===== src/rtl/bp_pkg.sv =====
// Shared branch-predictor definitions: index policy enum and the global-history shift helper.
// Also used by the PHT top-level wrapper.
package bp_pkg;

    typedef enum logic [1:0] {
        PC_ONLY = 2'd0,
        GSHARE  = 2'd1,
        GSELECT = 2'd2
    } index_mode_t;

    localparam int MAX_HW = 32;

    // Shift left, insert the new outcome at bit 0; callers truncate to their history width.
    function automatic logic [MAX_HW-1:0] hist_shift(input logic [MAX_HW-1:0] h, input logic b);
        return (h << 1) | MAX_HW'(b);
    endfunction

endpackage


===== src/rtl/sat_event_counter.sv =====
// Event counter that sticks at all-ones instead of wrapping.
module sat_event_counter #(
    parameter int WIDTH = 16
) (
    input  logic             clk,
    input  logic             reset,
    input  logic             en,
    input  logic             inc,
    output logic [WIDTH-1:0] count
);

    // NOTE: sequential state is written only with non-blocking assignments so every
    // register samples its inputs as they stood before the clock edge.
    always_ff @(posedge clk) begin
        if (reset) begin
            count <= '0;
        end else if (en && inc && (count != '1)) begin
            count <= count + WIDTH'(1);
        end
    end

endmodule


===== src/rtl/history_indexer.sv =====
// PHT index generation with speculative/committed global history, mispredict repair
// and saturating branch/mispredict counters.
module history_indexer
    import bp_pkg::*;
#(
    parameter int          IWIDTH = 6,
    parameter int          HWIDTH = 4,
    parameter index_mode_t MODE   = GSHARE,
    parameter int          PC_LSB = 2,
    parameter int          SWIDTH = 16
) (
    input  logic              clk,
    input  logic              reset,
    input  logic              en,
    input  logic [31:0]       fetch_pc,
    input  logic              fetch_is_branch,
    input  logic              pred,
    output logic [IWIDTH-1:0] index,
    input  logic              resolve_valid,
    input  logic              resolve_taken,
    input  logic              mispredict,
    output logic [HWIDTH-1:0] spec_hist,
    output logic [HWIDTH-1:0] commit_hist,
    output logic [SWIDTH-1:0] n_branch,
    output logic [SWIDTH-1:0] n_mispredict
);

    logic [HWIDTH-1:0] spec_next;
    logic [HWIDTH-1:0] commit_next;
    logic              repair;
    logic              unused_pc_bits;

    // Only a window of the PC feeds the index; the rest is intentionally ignored.
    assign unused_pc_bits = ^fetch_pc;

    generate
        if (MODE == PC_ONLY) begin : g_pc_only
            assign index = fetch_pc[PC_LSB +: IWIDTH];
        end else if (MODE == GSHARE) begin : g_gshare
            assign index = fetch_pc[PC_LSB +: IWIDTH] ^ IWIDTH'(spec_hist);
        end else begin : g_gselect
            assign index = {fetch_pc[PC_LSB +: IWIDTH-HWIDTH], spec_hist};
        end
    endgenerate

    assign repair = resolve_valid && mispredict;

    // NOTE: every always_comb output gets a default first, so no path can infer a latch.
    always_comb begin
        spec_next   = spec_hist;
        commit_next = commit_hist;
        if (repair) begin
            // The same-cycle fetch is squashed, so its speculative shift is dropped.
            commit_next = HWIDTH'(hist_shift(MAX_HW'(commit_hist), resolve_taken));
            spec_next   = commit_next;
        end else begin
            if (fetch_is_branch) spec_next   = HWIDTH'(hist_shift(MAX_HW'(spec_hist), pred));
            if (resolve_valid)   commit_next = HWIDTH'(hist_shift(MAX_HW'(commit_hist), resolve_taken));
        end
    end

    always_ff @(posedge clk) begin
        if (reset) begin
            spec_hist   <= '0;
            commit_hist <= '0;
        end else if (en) begin
            spec_hist   <= spec_next;
            commit_hist <= commit_next;
        end
    end

    sat_event_counter #(.WIDTH(SWIDTH)) u_branch_cnt (
        .clk   (clk),
        .reset (reset),
        .en    (en),
        .inc   (resolve_valid),
        .count (n_branch)
    );

    sat_event_counter #(.WIDTH(SWIDTH)) u_mispredict_cnt (
        .clk   (clk),
        .reset (reset),
        .en    (en),
        .inc   (repair),
        .count (n_mispredict)
    );

endmodule

===== config.mk =====
export PLATFORM = sky130hd
export DESIGN_NAME = history_indexer
export DESIGN_NICKNAME = d
export VERILOG_FILES = /design/src/rtl/bp_pkg.sv /design/src/rtl/sat_event_counter.sv /design/src/rtl/history_indexer.sv
export SDC_FILE = /design/constraint.sdc
export NUM_CORES = 1
export LEC_CHECK = 0
export ABC_AREA = 0
export CORE_MARGIN = 2
export CORE_UTILIZATION = 40
export CTS_CLUSTER_SIZE = 20
export DETAILED_ROUTE_END_ITERATION = 10
export PLACE_DENSITY_LB_ADDON = 0.3
export SETUP_SLACK_MARGIN = 0.1
export SLEW_MARGIN = 25
export SYNTH_ARGS = -nofsm -noshare
export SYNTH_HDL_FRONTEND = slang
export SYNTH_SLANG_ARGS = --single-unit

===== constraint.sdc =====
create_clock -name clk -period 2 [get_ports clk]
set_clock_uncertainty 0.1 [all_clocks]
set_input_delay 0.3 -clock clk [delete_from_list [all_inputs] [get_ports clk]]
set_output_delay 0.3 -clock clk [all_outputs]
set_load 0.01 [all_outputs]

Word level (Yosys, flattened, before mapping). Cells that the tools add are included.

Add/subtract/negate cells: 2. Equal/unequal tests: 2. Multiplexer cells: 4. Bitwise logic cells: 3. Reduce and logical (&&, ||, !) cells: 9.

Operator list (number): $add 16x1->16 const B (2); $ne 16x16->1 const B (2); $mux 4 (4); $or 4x1->4 (2); $xor 6x4->6 (1); $logic_and 1x1->1 (5); $reduce_and 2->1 (2); $reduce_bool 2->1 (2).

Register bits after elaboration: 40. Output and inout port bits: 46.

Logic depth before layout (Yosys ltp). Gate-level depths: netlist of the first run.

Depth in word-level cells: 3. Mapped depth: 6. Mapped depth without buffers: 5.

Modules after synthesis. A second synthesis of the first run with hierarchy kept.

Cells, all modules: 248. Area, all modules: 2045.7 um^2.

By module, submodules not included: sat_event_counter (instances 2, cells each 99, area an instance 812.0 um^2); history_indexer (instances 1, cells each 50, area an instance 421.7 um^2).

Worst setup path after synthesis of the first run. OpenSTA, ideal clock, no wires.

Path kind: flip-flop to flip-flop. Start: register u_mispredict_cnt.count[0]. End: register u_mispredict_cnt.count[14]. Arrival time: 1.589 ns. Data required time: 1.779 ns. Path slack: 0.190 ns. Stages on the path, launching flop included: 6. Cells stage by stage: dfxtp_1 ha_1 and3_1 nand3_2 nor4b_1 mux2_2.

Longest elaborated chain between the ends: 2. Elaborated cells on any way between the ends: 3. Those cells by class: add/sub (1); eq/ne (1); reduce/logical (1).

Ends and longest elaborated chain: start: declaration (RTL line sat_event_counter.sv:9) `output logic [WIDTH-1:0] count`; start signal: assignment (RTL line sat_event_counter.sv:18) `count <= count + WIDTH'(1);`; parallel branches: the longest is 2 deep, another holds $add 16x1->16.

Several ways; the timed one is not identified. A chain may end at the register's enable or synchronous reset.

Worst setup path after layout of the first run.
Start: input fetch_pc[4]. End: output index[2].

Longest elaborated chain between the ends: 1.

Ends and longest elaborated chain: start: declaration (RTL line history_indexer.sv:15) `input logic [31:0] fetch_pc,`; $xor 6x4->6 (RTL line history_indexer.sv:40) `assign index = fetch_pc[PC_LSB +: IWIDTH] ^ IWIDTH'(spec_hist);`; end: declaration (RTL line history_indexer.sv:18) `output logic [IWIDTH-1:0] index,`.

Every way passes these cells.

==> results.json, run 1 <==
{
  "status": "finished clean",
  "vias_per_cell": 5.44,
  "synth-simple-area-share_pct": 34.4,
  "switching_share_pct": 23.4,
  "core_area_sq_um": 5140,
  "ys_ff_latch": 40,
  "hold_viol": 0,
  "antenna_found_initial": 0,
  "gp_congestion": 0.821,
  "min_to": "commit_hist[3]",
  "fin_nets": 365,
  "die_y_microns": 77.3,
  "seqPwrFrac_pct": 49.8,
  "grt-ovfl-total": 0,
  "worst_hold_startpoint": "commit_hist[3]",
  "synth_xor_area_share_pct": 1.63,
  "rows": 26,
  "finalCriticalPeriod_ns": 1.92,
  "grt_util_all_layers_pct": 18.0,
  "netlist_area_sq_um": 2150,
  "whs_ns": 0.364,
  "syn_area_per_cell_sq_um": 8.53,
  "initial_core_util_pct": 41.8,
  "rsz0062_at_grt": "yes",
  "cellLeakagePower_nw": 1.06,
  "drt_iter0_markers": 130,
  "async_flop_share_pct": 0,
  "power_frac_comb_pct": 9.3,
  "yosysMostFrequentCell": "dfxtp_1",
  "yosysSeqAreaShare_pct": 37.3,
  "wl_per_cell_microns": 13.3,
  "fin_crit_sh_pct": 95.9,
  "p_sw_mw": 0.384,
  "ys_warn_count": 0,
  "setup_viol": 0,
  "synth_common_cells": "40 x dfxtp_1, 28 x nand2_1, 25 x a21oi_1",
  "cellPowerDensity_nw_per_um2": 547,
  "p_int_mw": 1.26,
  "drive_gt1_share_pct": 18.2,
  "drv_slew": 0,
  "syn2layout_area_growth_pct": 39.9,
  "crit_fanout": 1,
  "clockPowerShare_pct": 40.9,
  "cts_tree": "done",
  "ant_nets": 0,
  "muxShareOfSynthArea_pct": 4.66,
  "total_power_mw": 1.64,
  "cts.clk_slew.worst_paths_ns": 0.08,
  "grt_pass1_wl_mm": 8.84,
  "area.sequential_sq_um": 806,
  "ioPinCount": 86,
  "port_buffers": 55,
  "reg2reg_from": "u_mispredict_cnt.count[14]",
  "netlist_instances": 252,
  "critPathCaptureType": "output port",
  "cts_inserted_buffers": 5,
  "fmax_ghz": 0.521,
  "multiInputGateArea_sq_um": 1240,
  "relSlewSlack_pct": 80.4,
  "reg2regPathDepth": 6,
  "synth_flop_cell": "dfxtp_1",
  "die_area_sq_um": 5970,
  "synth_top_area_share_pct": 37.3,
  "synth_compound_area_share_pct": 15.4,
  "synthTopCellsByArea": "dfxtp_1 37%, a21oi_1 5.8%, nand2_1 4.9%",
  "r2r_slack_ns": 0.23,
  "maxCapViolations": 0,
  "die_w_microns": 77.3,
  "cp-start-kind": "primary input",
  "cts_sinks": 40,
  "clockBufferDepth": 2,
  "irDropWorstVdd_uv": 433,
  "syn_nets": 294,
  "clock_latency_ns": 0.29,
  "grt_pass1_vias": 1907,
  "synth_top_family_by_area": "simple AND/OR/NAND/NOR gates",
  "timing.rr.end": "u_mispredict_cnt.count[4]",
  "fillers": 504,
  "first_pass_iters": 4,
  "synth_fa_ha_area_share_pct": 1.16,
  "cp.required_ns": 1.60,
  "whs_path_depth": 2,
  "arrival_ns": 1.52,
  "synth.distinct_cells": 47,
  "cts_htree_levels": 2,
  "drc_errors": 0,
  "synth_top_cell_by_area": "dfxtp_1",
  "crit_type": "in -> out",
  "worstMarginPinSlew_ns": 0.290,
  "routed_wl_mm": 5.24,
  "synth-edff-count": 0,
  "cts-root-buf": "clkbuf_8",
  "post-dp-hpwl_mm": 3.67,
  "diodes": 0,
  "detailroute.via_count": 2144,
  "hp-class": "reg -> reg",
  "grt_max_degree": 50
}
[per-stage QoR]
stage	setup slack, ns	instances	utilization (%)	setup TNS, ns	cell area [sq um]
floorplan	0.190	252	-	0	2150
global placement	-0.177	385	55.8	-1.40	2870
detailed placement	-0.183	385	55.8	-1.42	2870
CTS	0.119	393	57.9	0	2980
global route	0.0407	394	58.5	0	3010
finish	0.0812	394	58.5	0	3010
[worst max-delay path by stage]
stage,from,endpoint,slack (ns),cells after the start
after floorplan,u_mispredict_cnt.count[0],u_mispredict_cnt.count[14],0.19,5
after global placement,en,u_mispredict_cnt.count[14],-0.18,5
after detailed placement,en,u_branch_cnt.count[13],-0.18,5
after CTS,en,u_branch_cnt.count[13],0.12,5
after global routing,u_mispredict_cnt.count[7],u_mispredict_cnt.count[4],0.04,6
final,fetch_pc[4],index[2],0.08,3
[kinds of logic after synthesis]
group	count (synthesis)
fa+ha+maj	2
xor+xnor	4
simple gates	126
compound gates	52
mux	9
flops	40
buf+inv	19
[final cells by class]
class                   count  area share (%)
multi-input cells         193            41.1
clock inverters             3            1.42
clock buffers               5            2.29
well taps                  70            2.91
flip-flops and latches     40            26.8
repair buffers             79            24.9
inverters                   4           0.500
[per-layer routing]
layer	track usage (%)	wire [microns]	vias up
met5	0	0	-
met4	5.89	64	0
li1	-	-	1080
met1	23.0	2390	1010
met3	4.12	259	5
met2	29.8	2520	49
[timing repair]
action	CTS	global route
hold buffers	0	0
pin swaps	0	1
gates cloned	0	0
endpoints found under the setup margin	1	16
setup buffers	0	1
gates resized for setup	1	9
[power groups by stage]
| stage | Clock, mW | Sequential [mW] | Combinational (mW) |
|---|---|---|---|
| 6_report | 0.673 | 0.818 | 0.153 |
| 5_1_grt | 0.719 | 0.820 | 0.168 |
| 4_1_cts | 0.690 | 0.818 | 0.155 |
| 3_5_place_dp | 0 | 0.837 | 0.156 |
| 3_3_place_gp | 0 | 0.836 | 0.152 |
| 2_1_floorplan | 0 | 0.841 | 0.0704 |
[placed cells by master, fill, tap and decap left out, drive strengths merged, types with 2 or more instances in the layout]
master / instances
xor2: 4
ha: 2
and2: 2
o31ai: 11
o21a: 2
nand2: 28
nand4: 11
clkbuf: 5
mux2: 8
inv: 4
nor4: 5
dlymetal6s2s: 3
and3: 5
a311oi: 5
nor4b: 2
nor2: 16
and4: 4
nor3b: 2
nor2b: 9
nor3: 8
dfxtp: 40
or3: 5
or4: 11
buf: 24
nand3: 14
o21ba: 2
a21oi: 26
nand2b: 2
o21ai: 4
clkdlybuf4s50: 51
[sequential cells by signal, summed over array words and instances (netlist names)]
name and cells:
u_mispredict_cnt.count 16, commit_hist 4, u_branch_cnt.count 16, spec_hist 4
[critical path: stages]
cell and delay (ns):
clkdlybuf4s50_1 0.49, xor2_1 0.17, clkdlybuf4s50_1 0.56
Note: power is estimated with default switching activity, not from simulation.
==> inputs of run 2 (changes only) <==
CTS_CLUSTER_SIZE = 12   (was 20)
TNS_END_PERCENT = 100   (was default)
clock period = 2.46 ns   (was 2 ns; I/O delays follow)
==> results.json, run 2 (synthesis gave the netlist of run 1 again) <==
{
  "status": "finished clean",
  "crit_chain": "clkdlybuf4s50_1, xor2_1, clkdlybuf4s50_1",
  "cpLargestDelayFamily": "buffers and inverters",
  "critPathMaxStageDelay_ns": 0.56,
  "syn2layout_area_growth_pct": 31.6,
  "fmax_ghz": 0.490,
  "die_w_microns": 77.3,
  "maxCapViolations": 0,
  "top_regs": "u_branch_cnt.count x16, u_mispredict_cnt.count x16",
  "hp-class": "reg -> reg",
  "hold_viol": 0,
  "gp_congestion": 0.824,
  "first_pass_iters": 4,
  "cts_sinks": 40,
  "cellPowerDensity_nw_per_um2": 436,
  "grt_pass1_vias": 1838,
  "cellLeakagePower_nw": 0.939,
  "cts_inserted_buffers": 5,
  "grt_util_all_layers_pct": 16.9,
  "cp-start-kind": "primary input",
  "cts.clk_slew.worst_paths_ns": 0.08,
  "fin_crit_sh_pct": 83.0,
  "worstMarginPinSlew_ns": 0.619,
  "path_buf_inv": 2,
  "irDropWorstVdd_uv": 281,
  "fin_util_pct": 55.0,
  "port_buffers": 55,
  "clock_latency_ns": 0.29,
  "vias_per_cell": 5.36,
  "relSlewSlack_pct": 58.4,
  "rsz0062_at_grt": "no",
  "grt_pass1_wl_mm": 8.25,
  "fin_nets": 348,
  "crit_type": "in -> out",
  "routed_wl_mm": 4.89,
  "fillers": 497,
  "grt_max_degree": 50,
  "crit_top_cell": "clkdlybuf4s50_1",
  "ant_nets": 0,
  "whs_ns": 0.361,
  "cts_setup_buffers": 0,
  "clockBufferDepth": 2,
  "wl_per_cell_microns": 13.0,
  "cts_resized": 0,
  "cts_tree": "done",
  "cts_htree_levels": 2,
  "arrival_ns": 1.57,
  "detailroute.via_count": 2022,
  "ioPinCount": 86,
  "cp.required_ns": 1.99,
  "cts-root-buf": "clkbuf_8",
  "antenna_found_initial": 0,
  "crit_fanout": 1,
  "core_area_sq_um": 5140,
  "final.setup.tns_ns": 0,
  "finalCriticalPeriod_ns": 2.04,
  "layout_common_cells": "55 x clkdlybuf4s50_1, 40 x dfxtp_1, 28 x nand2_1",
  "layout_commonest_cell": "clkdlybuf4s50_1",
  "grt-ovfl-total": 0,
  "rows": 26,
  "diodes": 0,
  "crit_slowest_cell": "clkdlybuf4s50_1",
  "die_y_microns": 77.3,
  "die_area_sq_um": 5970,
  "cts_hold_buffers": 0,
  "drv_slew": 0,
  "initial_core_util_pct": 41.8,
  "drt_iter0_markers": 106,
  "drc_errors": 0,
  "post-dp-hpwl_mm": 3.52,
  "setup_viol": 0,
  "drive_gt1_share_pct": 11.7,
  "critPathCaptureType": "output port"
}
==> run 2: cell types whose count changed in the layout (fill, tap and decap cells not counted), moves of 3 or more <==
| cell | before | now |
|---|---|---|
| buf_4 | 23 | 7 |
| clkdlybuf4s50_1 | 51 | 55 |
| dfxtp_1 | 36 | 40 |
| dfxtp_2 | 4 | 0 |
| dlymetal6s2s_1 | 3 | 0 |
==> run 2: area by class of cell <==
type / instances / area, sq um / share of cell area, %
Timing Repair Buffer: 62 / 603 / 21.3
Clock inverter: 2 / 10.0 / 0.354
Sequential cell: 40 / 801 / 28.3
Tap cell: 70 / 87.6 / 3.10
Clock buffer: 6 / 82.6 / 2.92
Inverter: 4 / 15.0 / 0.531
Multi-Input combinational cell: 193 / 1230 / 43.5
==> run 2: worst paths after layout <==
| path | from | endpoint | slack (ns) | depth (start not counted) |
|---|---|---|---|---|
| max | fetch_pc[2] | index[0] | 0.42 | 3 |
| min | commit_hist[3] | commit_hist[3] | 0.36 | 2 |
| max reg2reg | u_mispredict_cnt.count[8] | u_mispredict_cnt.count[4] | 0.46 | 4 |
| min reg2reg | commit_hist[3] | commit_hist[3] | 0.36 | 2 |
==> run 2: where the power goes <==
group	total (mW)	switching (mW)	internal [mW]
clock	0.451	0.227	0.224
sequential	0.666	0.0103	0.656
combinational	0.116	0.0531	0.0633
==> run 2: tightest hold or removal path, stage by stage (launching register included) <==
cell     delay, ns
dfxtp_1       0.32
nand2_1       0.05
a21oi_1       0.05
==> run 2: routing by layer <==
layer	wire length (microns)	vias to the layer above	global-route usage [%]
li1	-	1046	-
met1	2350	934	21.3
met2	2280	36	27.7
met3	215	6	5.06
met4	57	0	5.18
met5	0	-	0
==> run 2: through the flow <==
| stage | instances | worst slack [ns] | power, mW | instance area [sq um] |
|---|---|---|---|---|
| CTS | 377 | 0.411 | 1.26 | 2830 |
| global placement | 369 | 0.118 | 0.795 | 2740 |
| finish | 377 | 0.419 | 1.23 | 2830 |
| global route | 377 | 0.278 | 1.29 | 2830 |
| detailed placement | 369 | 0.122 | 0.799 | 2740 |
| floorplan | 252 | 0.650 | 0.741 | 2150 |
